===== config.mk =====
export PLATFORM = sky130hd
export DESIGN_NAME = div_unit
export DESIGN_NICKNAME = d
export VERILOG_FILES = /design/src/rtl/div_unit.sv
export SDC_FILE = /design/constraint.sdc
export NUM_CORES = 1
export LEC_CHECK = 0
export BUFFER_PORTS_ARGS = -buffer_cell sky130_fd_sc_hd__buf_2
export CAP_MARGIN = 20
export CORE_MARGIN = 5
export CORE_UTILIZATION = 55
export CTS_BUF_LIST = sky130_fd_sc_hd__clkbuf_2 sky130_fd_sc_hd__clkbuf_4 sky130_fd_sc_hd__clkbuf_8
export DETAILED_ROUTE_END_ITERATION = 10
export PLACE_DENSITY = 0.85
export SLEW_MARGIN = 25
export SYNTH_ARGS = -nofsm -noshare
export SYNTH_HDL_FRONTEND = slang
export SYNTH_SLANG_ARGS = --single-unit

===== constraint.sdc =====
create_clock -name clk -period 4.05 [get_ports clk]
set_input_delay 0.81 -clock clk [delete_from_list [all_inputs] [get_ports clk]]
set_output_delay 0.81 -clock clk [all_outputs]
set_load 0.01 [all_outputs]

===== src/rtl/div_unit.sv =====
// Multi-cycle RV32M divide/remainder unit: restoring radix-2, one quotient bit per cycle,
// valid/ready request and response handshakes with flush.
module div_unit #(
    parameter int WIDTH = 32
) (
    input  logic             clk,
    input  logic             rst_n,
    input  logic             flush,
    input  logic             req_valid,
    output logic             req_ready,
    input  logic [1:0]       fn,
    input  logic [WIDTH-1:0] in1,
    input  logic [WIDTH-1:0] in2,
    output logic             resp_valid,
    input  logic             resp_ready,
    output logic [WIDTH-1:0] out
);

    localparam logic [1:0] S_IDLE = 2'd0;
    localparam logic [1:0] S_BUSY = 2'd1;
    localparam logic [1:0] S_FIX  = 2'd2;
    localparam logic [1:0] S_DONE = 2'd3;

    localparam logic [WIDTH-1:0] ZERO     = {WIDTH{1'b0}};
    localparam logic [WIDTH-1:0] ALL_ONES = {WIDTH{1'b1}};
    localparam logic [WIDTH-1:0] MIN_NEG  = {1'b1, {(WIDTH-1){1'b0}}};
    localparam logic [5:0]       LAST_BIT = 6'(WIDTH - 1);

    function automatic logic [WIDTH-1:0] f_neg(input logic [WIDTH-1:0] x);
        return ~x + {{(WIDTH-1){1'b0}}, 1'b1};
    endfunction

    // |MIN_NEG| wraps back to MIN_NEG, which is correct once read as unsigned.
    function automatic logic [WIDTH-1:0] f_abs(input logic [WIDTH-1:0] x);
        return x[WIDTH-1] ? f_neg(x) : x;
    endfunction

    logic [1:0]       r_state;
    logic [5:0]       r_count;
    logic [1:0]       r_fn;
    logic             r_sign1;
    logic             r_sign2;
    logic             r_special;
    logic [WIDTH-1:0] r_quo;
    logic [WIDTH:0]   r_rem;
    logic [WIDTH-1:0] r_dvs;
    logic [WIDTH-1:0] r_out;
    logic             r_req_ready;
    logic             r_resp_valid;

    logic             w_signed;
    logic             w_accept;
    logic             w_zero;
    logic             w_ovf;
    logic [WIDTH-1:0] w_special_res;
    logic [WIDTH:0]   w_shift;
    logic [WIDTH+1:0] w_diff;
    logic             w_borrow;
    logic [WIDTH-1:0] w_quo_fix;
    logic [WIDTH-1:0] w_rem_fix;
    logic [WIDTH-1:0] w_result;

    assign req_ready  = r_req_ready;
    assign resp_valid = r_resp_valid;
    assign out        = r_out;

    // Accept decode, special-case results, one subtract step and sign fix-up.
    always_comb begin
        w_signed = (fn[0] == 1'b0);
        w_accept = req_valid && r_req_ready && !flush;
        w_zero   = (in2 == ZERO);
        w_ovf    = w_signed && (in1 == MIN_NEG) && (in2 == ALL_ONES);
        if (w_zero) begin
            w_special_res = fn[1] ? in1 : ALL_ONES;
        end else if (w_ovf) begin
            w_special_res = fn[1] ? ZERO : MIN_NEG;
        end else begin
            w_special_res = ZERO;
        end
        // Subtract one bit wider than the shifted remainder so the top bit is the borrow.
        w_shift   = {r_rem[WIDTH-1:0], r_quo[WIDTH-1]};
        w_diff    = {1'b0, w_shift} - {2'b00, r_dvs};
        w_borrow  = w_diff[WIDTH+1];
        w_quo_fix = (!r_fn[0] && (r_sign1 ^ r_sign2)) ? f_neg(r_quo) : r_quo;
        w_rem_fix = (!r_fn[0] && r_sign1) ? f_neg(r_rem[WIDTH-1:0]) : r_rem[WIDTH-1:0];
        if (r_special) begin
            w_result = r_quo;
        end else if (r_fn[1]) begin
            w_result = w_rem_fix;
        end else begin
            w_result = w_quo_fix;
        end
    end

    // Control FSM and datapath registers.
    always_ff @(posedge clk) begin
        if (!rst_n) begin
            r_state      <= S_IDLE;
            r_count      <= 6'd0;
            r_fn         <= 2'd0;
            r_sign1      <= 1'b0;
            r_sign2      <= 1'b0;
            r_special    <= 1'b0;
            r_quo        <= ZERO;
            r_rem        <= {(WIDTH+1){1'b0}};
            r_dvs        <= ZERO;
            r_out        <= ZERO;
            r_req_ready  <= 1'b1;
            r_resp_valid <= 1'b0;
        end else if (flush) begin
            r_state      <= S_IDLE;
            r_count      <= 6'd0;
            r_req_ready  <= 1'b1;
            r_resp_valid <= 1'b0;
        end else begin
            case (r_state)
                S_IDLE: begin
                    if (w_accept) begin
                        r_req_ready <= 1'b0;
                        r_fn        <= fn;
                        r_sign1     <= w_signed && in1[WIDTH-1];
                        r_sign2     <= w_signed && in2[WIDTH-1];
                        r_rem       <= {(WIDTH+1){1'b0}};
                        // Special cases skip the iteration; FIX just registers the result.
                        if (w_zero || w_ovf) begin
                            r_special <= 1'b1;
                            r_quo     <= w_special_res;
                            r_dvs     <= ZERO;
                            r_count   <= 6'd0;
                            r_state   <= S_FIX;
                        end else begin
                            r_special <= 1'b0;
                            r_quo     <= w_signed ? f_abs(in1) : in1;
                            r_dvs     <= w_signed ? f_abs(in2) : in2;
                            r_count   <= LAST_BIT;
                            r_state   <= S_BUSY;
                        end
                    end
                end
                S_BUSY: begin
                    r_rem <= w_borrow ? w_shift : w_diff[WIDTH:0];
                    r_quo <= {r_quo[WIDTH-2:0], ~w_borrow};
                    if (r_count == 6'd0) begin
                        r_state <= S_FIX;
                    end else begin
                        r_count <= r_count - 6'd1;
                    end
                end
                S_FIX: begin
                    r_out        <= w_result;
                    r_resp_valid <= 1'b1;
                    r_state      <= S_DONE;
                end
                S_DONE: begin
                    if (resp_ready) begin
                        r_resp_valid <= 1'b0;
                        r_req_ready  <= 1'b1;
                        r_state      <= S_IDLE;
                    end
                end
                default: begin
                    r_state      <= S_IDLE;
                    r_req_ready  <= 1'b1;
                    r_resp_valid <= 1'b0;
                end
            endcase
        end
    end

endmodule

==> metrics.csv, run 1 <==
stage,metric,value,unit
synth,number of warnings reported in the yosys synthesis log,0,
place,pre-CTS worst setup slack,352,ps
job,number of violations of the max-capacitance limit,0,
timing,worst clock skew,16.5,ps
floorplanning,Die Span Y,152,um
worst_setup_path,cell-by-cell listing of the critical path,"ha_1, a211oi_1, o21bai_1, a2111oi_0, o21ai_0, o2111ai_1, and2_1, o21ai_0, a22o_1",
synth,sequential fraction of the synthesis area,25.9,%
synth,average footprint of a synthesized cell,7.33,um^2
worst_setup_path,cell seen most often among critical-path stages,o21ai_0,
hold_path,startpoint of the tightest hold check path,out[17],
grt,global-route wire length before repair,54.3,mm
worst_setup_path,Required @ worst endpoint,4430,ps
worst_setup_path,largest fanout on the critical path,17,
grt,overall global routing resource usage,27.9,%
worst_setup_path,cell type group with the largest total delay on the critical path,compound AO/OA/AOI/OAI gates,
floorplanning,I/O Pins,105,
place,DP Wirelength,25.0,mm
grt,M3 GR Usage,5.00,%
clock_network,TritonCTS buffer count,17,
worst_setup_path,arrival time at the worst endpoint,3990,ps
timing,final worst slack,440,ps
worst_setup_path,Worst setup SP type,flop,
drt,via total after detailed routing,11890,
worst_setup_path,"slowest stage cell, crit path",and2_1,
grt,met1 GRT Util,38.7,%
drt,sum of routed wire length over all layers,34.0,mm
drt,DR DRC count,0,
status,status,finished clean,
worst_setup_path,FF-to-FF path depth,9,
synth,netlist area before placement,0.0111,mm^2
pwr,leakage power,4.69,nW
clock_network,CTS HTree Levels,4,
worst_setup_path,launch point of the worst reg-to-reg path,r_rem[17],
clock_network,Post-CTS Setup Inserts,0,
worst_setup_path,stages on the worst setup path,9,
drt,detailed router's first-iteration violation count,1185,
worst_setup_path,kind of capture point of the worst setup path,flop,
grt,pin count of the biggest net entering global routing,77,
timing,setup repair after global routing missed its margin,no,
clock_network,master cell of the clock root buffer,clkbuf_8,
drt,ANT nets after route,0,
floorplanning,row count,51,
cells_and_area,fill cell instance count of the final layout,1818,
place,GP Congestion,0.970,
worst_setup_path,crit path launch,r_rem[17],
timing,actual transition at the worst max-transition pin,987,ps
timing,total negative setup slack,0,ps
drt,post-detailed-route wirelength per cell,18.5,um
synth,synthesized netlist cell count,1509,
clock_network,clock tree from TritonCTS,built,
pwr,Worst VDD drop,0.000234,V
synth,register bit total from synthesis,143,
grt,initial antenna violation count,1,
cells_and_area,antenna diode instance count,0,
drt,routed vias/inst,6.45,
pwr,Power Density,297,mW/mm^2
cells_and_area,Reg area,0.00286,mm^2
cells_and_area,most used cells in the layout excluding fill and tap cells,"175 x nor2_1, 155 x a21oi_1, 142 x dfxtp_1",
worst_setup_path,maximum single-stage delay on the critical path,630,ps
worst_setup_path,Reg2Reg Setup Slack,440,ps
floorplanning,Floorplan Core Area,0.0197,mm^2
worst_setup_path,number of buffers and inverters on the critical path,0,
synth,async set or reset register ratio after synthesis,0,%
place,port buffer count,104,
cells_and_area,share of final-layout standard cells stronger than drive strength 1,12.6,%
clock_network,clock-pin slew of the registers on the worst-case setup and hold paths,90,ps
grt,global-route layer with the greatest usage,met2,
clock_network,deepest clock path buffer count,2,
floorplanning,Die Footprint,0.0231,mm^2
drt,1st-pass router iterations,8,
synth,net count after synthesis,1624,
floorplanning,initial core utilization,56.3,%
grt,"Remaining Overflow, GRT",0,
timing,Tmin final,3610,ps
synth,Synth cell types,77,
floorplanning,Die Span X,152,um
worst_setup_path,Setup CP Type,reg -> reg,
clock_network,sinks on the clock net,143,
timing,setup violators final,0,
worst_setup_path,worst setup path end,r_rem[14],
cells_and_area,net count reported at finish,1679,
timing,number of endpoints with negative hold slack in the final report,0,
timing,Final Max Slew Viols,0,
cells_and_area,"leading cell type in the layout, fill and taps excluded",nor2_1,
synth,number of flops mapped to enable cells by yosys,0,
grt,number of global-route vias before repair,10597,
worst_setup_path,terminus of the critical flop-to-flop path,r_rem[14],
hold_path,Hold/Removal Path Class,reg -> reg,
clock_network,post-CTS sizing,0,
cells_and_area,area growth from synthesis to layout,10.5,%
grt,global routing usage on met2,43.9,%
clock_network,insertion delay to the later sink of the worst-skew pair,480,ps
timing,post-route clock period utilization,89.1,%
clock_network,hold-fix buffer count after cts,0,
synth,ys flop type,dfxtp_1,
cells_and_area,Multi-input gate area,0.00758,mm^2
timing,fmax,0.277,GHz
timing,Slew HR,34.0,%
[synthesized netlist by cell type, drive strengths merged, types with 4 or more instances]
cell type,n,share of area (%)
o21a,10,0.68
o41ai,11,0.87
nand2b,17,0.96
nor3b,11,0.75
xor2,46,3.6
nand4,11,0.62
o211ai,10,0.68
a31oi,20,1.1
inv,71,2.4
nand2,117,4.0
or2,7,0.40
xnor2,60,4.7
dfxtp,143,26
or3,10,0.61
nor3,46,2.2
mux2,4,0.41
and3,12,0.68
nand3,16,0.72
a221oi,24,1.9
a211oi,70,4.7
a22o,6,0.47
o21ai,120,5.4
a21boi,5,0.34
o31a,5,0.40
a32oi,15,1.2
or4,16,1.2
and4,4,0.32
nor4,18,1.1
a311oi,5,0.40
a21o,7,0.47
nor2,177,6.0
a21oi,155,7.0
ha,43,4.9
mux2i,21,1.9
o221ai,13,1.0
o31ai,15,1.1
buf,12,0.54
nor2b,17,0.96
clkbuf,85,2.9
o22ai,8,0.45
and2,6,0.34
nand3b,5,0.34
[state kept, by name, indices dropped and copies added, names as in the netlist]
register    count
resp_valid      1
r_state         2
r_special       1
out            32
req_ready       1
r_dvs          32
r_quo          32
r_count         6
r_rem          32
r_sign1         1
r_fn            2
r_sign2         1
[how the worst min path moves through the flow]
stage / depth (start not counted) / slack (ps) / end
after floorplan: 2 / 430 / r_dvs[2]
after global placement: 2 / 430 / out[16]
after detailed placement: 2 / 430 / out[17]
after CTS: 2 / 450 / out[17]
after global routing: 2 / 450 / out[17]
final: 2 / 450 / out[17]
[worst register-to-register path, delay by kind of cell (launching register included)]
family,cells,cell delay [ps]
flip-flops,1,520
AO/OA/AOI/OAI,7,2000
AND/OR/NAND/NOR,1,630
adder cells (fa/ha/maj),1,370
[logic make-up after synthesis]
kind of cell / count (synthesis) / share of synthesized area (%)
muxes: 25 / 2.31
adders and majority gates: 44 / 5.04
xor gates and xnor gates: 106 / 8.39
AOI/OAI and AO/OA: 522 / 30.2
DFF: 143 / 25.9
buffers and inverters: 169 / 5.88
and+or+nand+nor: 500 / 22.3
[power by group]
part / internal, mW / switching (mW)
Sequential: 1.46 / 0.0729
Combinational: 0.316 / 0.498
Clock: 0.697 / 0.595
Total: 2.47 / 1.17
[cell type report]
class / instances / area share (%)
flip-flops and latches: 143 / 23.4
inverters: 72 / 2.21
repair buffers: 133 / 6.04
clock buffers: 19 / 2.09
clock inverters: 13 / 1.53
multi-input cells: 1197 / 62.0
well taps: 265 / 2.71
[stage by stage]
step / utilization [%] / instances / instance area, um^2 / power (mW) / hold WS (ps)
after CTS: 62.2 / 1842 / 12200 / 3.61 / 445
after global placement: 59.9 / 1810 / 11800 / 2.33 / 433
after floorplan: - / 1509 / 11100 / 2.11 / 432
after detailed placement: 59.9 / 1810 / 11800 / 2.35 / 435
after global routing: 62.2 / 1842 / 12200 / 3.78 / 452
final: 62.2 / 1842 / 12200 / 3.63 / 446
[routing by layer]
| metal | share of wire (%) | wire length, um |
|---|---|---|
| met3 | 10 | 3380 |
| met1 | 42 | 14400 |
| met4 | 3.0 | 1030 |
| met5 | 0.044 | 15 |
| met2 | 45 | 15200 |
No activity file was read; power rests on OpenSTA's default activity.
==> inputs of run 2 (changes only) <==
--- a/config.mk
+++ b/config.mk
@@ -12,7 +12,7 @@
 export CTS_BUF_LIST = sky130_fd_sc_hd__clkbuf_2 sky130_fd_sc_hd__clkbuf_4 sky130_fd_sc_hd__clkbuf_8
 export DETAILED_ROUTE_END_ITERATION = 10
 export PLACE_DENSITY = 0.85
-export SLEW_MARGIN = 25
+export SLEW_MARGIN = 10
 export SYNTH_ARGS = -nofsm -noshare
 export SYNTH_HDL_FRONTEND = slang
 export SYNTH_SLANG_ARGS = --single-unit
==> constraint.sdc (replaced) <==
create_clock -name clk -period 3.45 [get_ports clk]
set_input_delay 0 -clock clk [delete_from_list [all_inputs] [get_ports clk]]
set_output_delay 0 -clock clk [all_outputs]
set_load 0.01 [all_outputs]
==> run 2 against run 1 <==
First-iteration DRC count increased by 18%. Critical path depth up 1. Core utilization grew 2.2 points. Largest cell class unchanged.
==> metrics.csv, run 2 (synthesized netlist as in run 1, its figures left out) <==
stage,metric,value,unit,change
floorplanning,Die Footprint,0.0231,mm^2,unchanged
floorplanning,initial core utilization,56.3,%,unchanged
timing,fmax,0.318,GHz,was 0.277 GHz
drt,sum of routed wire length over all layers,35.4,mm,was 34.0 mm
grt,overall global routing resource usage,29.3,%,was 27.9%
clock_network,CTS HTree Levels,4,,unchanged
hold_path,Hold/Removal Path Class,in -> reg,,was reg -> reg
floorplanning,Floorplan Core Area,0.0197,mm^2,unchanged
floorplanning,row count,51,,unchanged
grt,global-route wire length before repair,56.6,mm,was 54.3 mm
floorplanning,I/O Pins,105,,unchanged
timing,total negative setup slack,0,ps,unchanged
floorplanning,Die Span X,152,um,unchanged
timing,setup repair after global routing missed its margin,no,,unchanged
worst_setup_path,Required @ worst endpoint,3840,ps,was 4430 ps
clock_network,insertion delay to the later sink of the worst-skew pair,480,ps,about the same
clock_network,clock tree from TritonCTS,built,,unchanged
status,status,finished clean,,unchanged
timing,post-route clock period utilization,91.0,%,was 89.1%
grt,number of global-route vias before repair,11043,,was 10597
pwr,leakage power,4.88,nW,was 4.69 nW
timing,final worst slack,309,ps,was 440 ps
timing,setup violators final,0,,unchanged
worst_setup_path,maximum single-stage delay on the critical path,470,ps,was 630 ps
clock_network,clock-pin slew of the registers on the worst-case setup and hold paths,90,ps,about the same
place,DP Wirelength,25.7,mm,was 25.0 mm
drt,DR DRC count,0,,unchanged
cells_and_area,most used cells in the layout excluding fill and tap cells,"175 x nor2_1, 155 x a21oi_1, 142 x dfxtp_1",,unchanged
cells_and_area,net count reported at finish,1725,,was 1679
cells_and_area,"leading cell type in the layout, fill and taps excluded",nor2_1,,unchanged
clock_network,sinks on the clock net,143,,unchanged
worst_setup_path,largest fanout on the critical path,12,,was 17
pwr,Worst VDD drop,0.000271,V,was 0.000234 V
timing,number of endpoints with negative hold slack in the final report,0,,unchanged
place,GP Congestion,0.968,,was 0.970
clock_network,deepest clock path buffer count,2,,unchanged
place,pre-CTS worst setup slack,447,ps,was 352 ps
drt,detailed router's first-iteration violation count,1397,,was 1185
floorplanning,Die Span Y,152,um,unchanged
drt,post-detailed-route wirelength per cell,18.8,um,was 18.5 um
clock_network,hold-fix buffer count after cts,39,,was 0
timing,Slew HR,29.6,%,was 34.0%
job,number of violations of the max-capacitance limit,0,,unchanged
worst_setup_path,cell-by-cell listing of the critical path,"ha_1, a211oi_1, o21bai_1, a2111oi_0, o21ai_0, o2111ai_1, and2_1, buf_4, a32oi_1, o21ai_0",,"was ha_1, a211oi_1, o21bai_1, a2111oi_0, o21ai_0, o2111ai_1, and2_1, o21ai_0, a22o_1"
drt,via total after detailed routing,12163,,was 11890
timing,final worst hold slack,10.2,ps,was 446 ps
cells_and_area,share of final-layout standard cells stronger than drive strength 1,12.7,%,was 12.6%
timing,worst clock skew,16.9,ps,was 16.5 ps
clock_network,TritonCTS buffer count,17,,unchanged
pwr,Power Density,338,mW/mm^2,was 297 mW/mm^2
worst_setup_path,arrival time at the worst endpoint,3530,ps,was 3990 ps
drt,ANT nets after route,0,,unchanged
clock_network,master cell of the clock root buffer,clkbuf_8,,unchanged
worst_setup_path,Setup CP Type,reg -> reg,,unchanged
worst_setup_path,cell seen most often among critical-path stages,o21ai_0,,unchanged
cells_and_area,antenna diode instance count,0,,unchanged
timing,Final Max Slew Viols,0,,unchanged
worst_setup_path,Worst setup SP type,flop,,unchanged
place,port buffer count,104,,unchanged
drt,routed vias/inst,6.44,,was 6.45
grt,"Remaining Overflow, GRT",0,,unchanged
grt,pin count of the biggest net entering global routing,67,,was 77
drt,1st-pass router iterations,6,,was 8
worst_setup_path,"slowest stage cell, crit path",dfxtp_1,,was and2_1
clock_network,post-CTS sizing,0,,unchanged
worst_setup_path,kind of capture point of the worst setup path,flop,,unchanged
timing,Tmin final,3140,ps,was 3610 ps
clock_network,Post-CTS Setup Inserts,0,,unchanged
cells_and_area,area growth from synthesis to layout,14.4,%,was 10.5%
grt,initial antenna violation count,0,,was 1
timing,actual transition at the worst max-transition pin,1050,ps,was 987 ps
run 2: cell count changes in the layout (fill, tap and decap cells not counted):
cell	delta
inv_6	+2
dlygate4sd3_1	+39
buf_4	+7
clkbuf_4	-1
clkinvlp_4	+1
bufinv_16	-1
clkinv_4	+1
clkinv_2	-2
run 2: power by group:
group,internal (mW),total [mW],switching [mW]
Clock,0.745,1.48,0.731
Combinational,0.405,1.00,0.595
Sequential,1.71,1.80,0.0946
Total,2.86,4.28,1.42
run 2: through the flow:
| stage | cells | total power [mW] | utilization, % | cell area [um^2] |
|---|---|---|---|---|
| 3_3_place_gp | 1817 | 2.75 | 60.2 | 11800 |
| 4_1_cts | 1888 | 4.25 | 64.4 | 12700 |
| 5_1_grt | 1888 | 4.46 | 64.4 | 12700 |
| 6_report | 1888 | 4.28 | 64.4 | 12700 |
| 3_5_place_dp | 1817 | 2.77 | 60.2 | 11800 |
| 2_1_floorplan | 1509 | 2.48 | - | 11100 |
run 2: layout make-up:
class,instances,area [um^2]
Tap cell,265,332
Fill cell,1745,7000
Multi-Input combinational cell,1197,7580
Timing Repair Buffer,179,1180
Inverter,72,270
Clock inverter,14,180
Sequential cell,143,2860
Clock buffer,18,248
run 2: layer usage:
layer  routed length, um  GRT usage, %
met5                   0             0
met4                1230          11.5
met3                3610          6.02
met2               15800          45.7
met1               14800          39.8
run 2: worst paths after layout:
kind | from | end | slack (ps) | cells past startpoint
worst max-delay path | r_rem[17] | r_rem[16] | 310 | 10
worst min-delay path | in2[3] | r_dvs[3] | 10 | 3
worst max register to register | r_rem[17] | r_rem[16] | 310 | 10
worst min register to register | out[15] | out[15] | 440 | 2
run 2: worst max-delay path, delay by kind of cell (launching register included):
| kind | cells | cell delay [ps] |
|---|---|---|
| AO/OA/AOI/OAI | 7 | 1540 |
| flip-flops | 1 | 470 |
| AND/OR/NAND/NOR | 1 | 460 |
| adder cells (fa/ha/maj) | 1 | 360 |
| buffers and inverters | 1 | 230 |
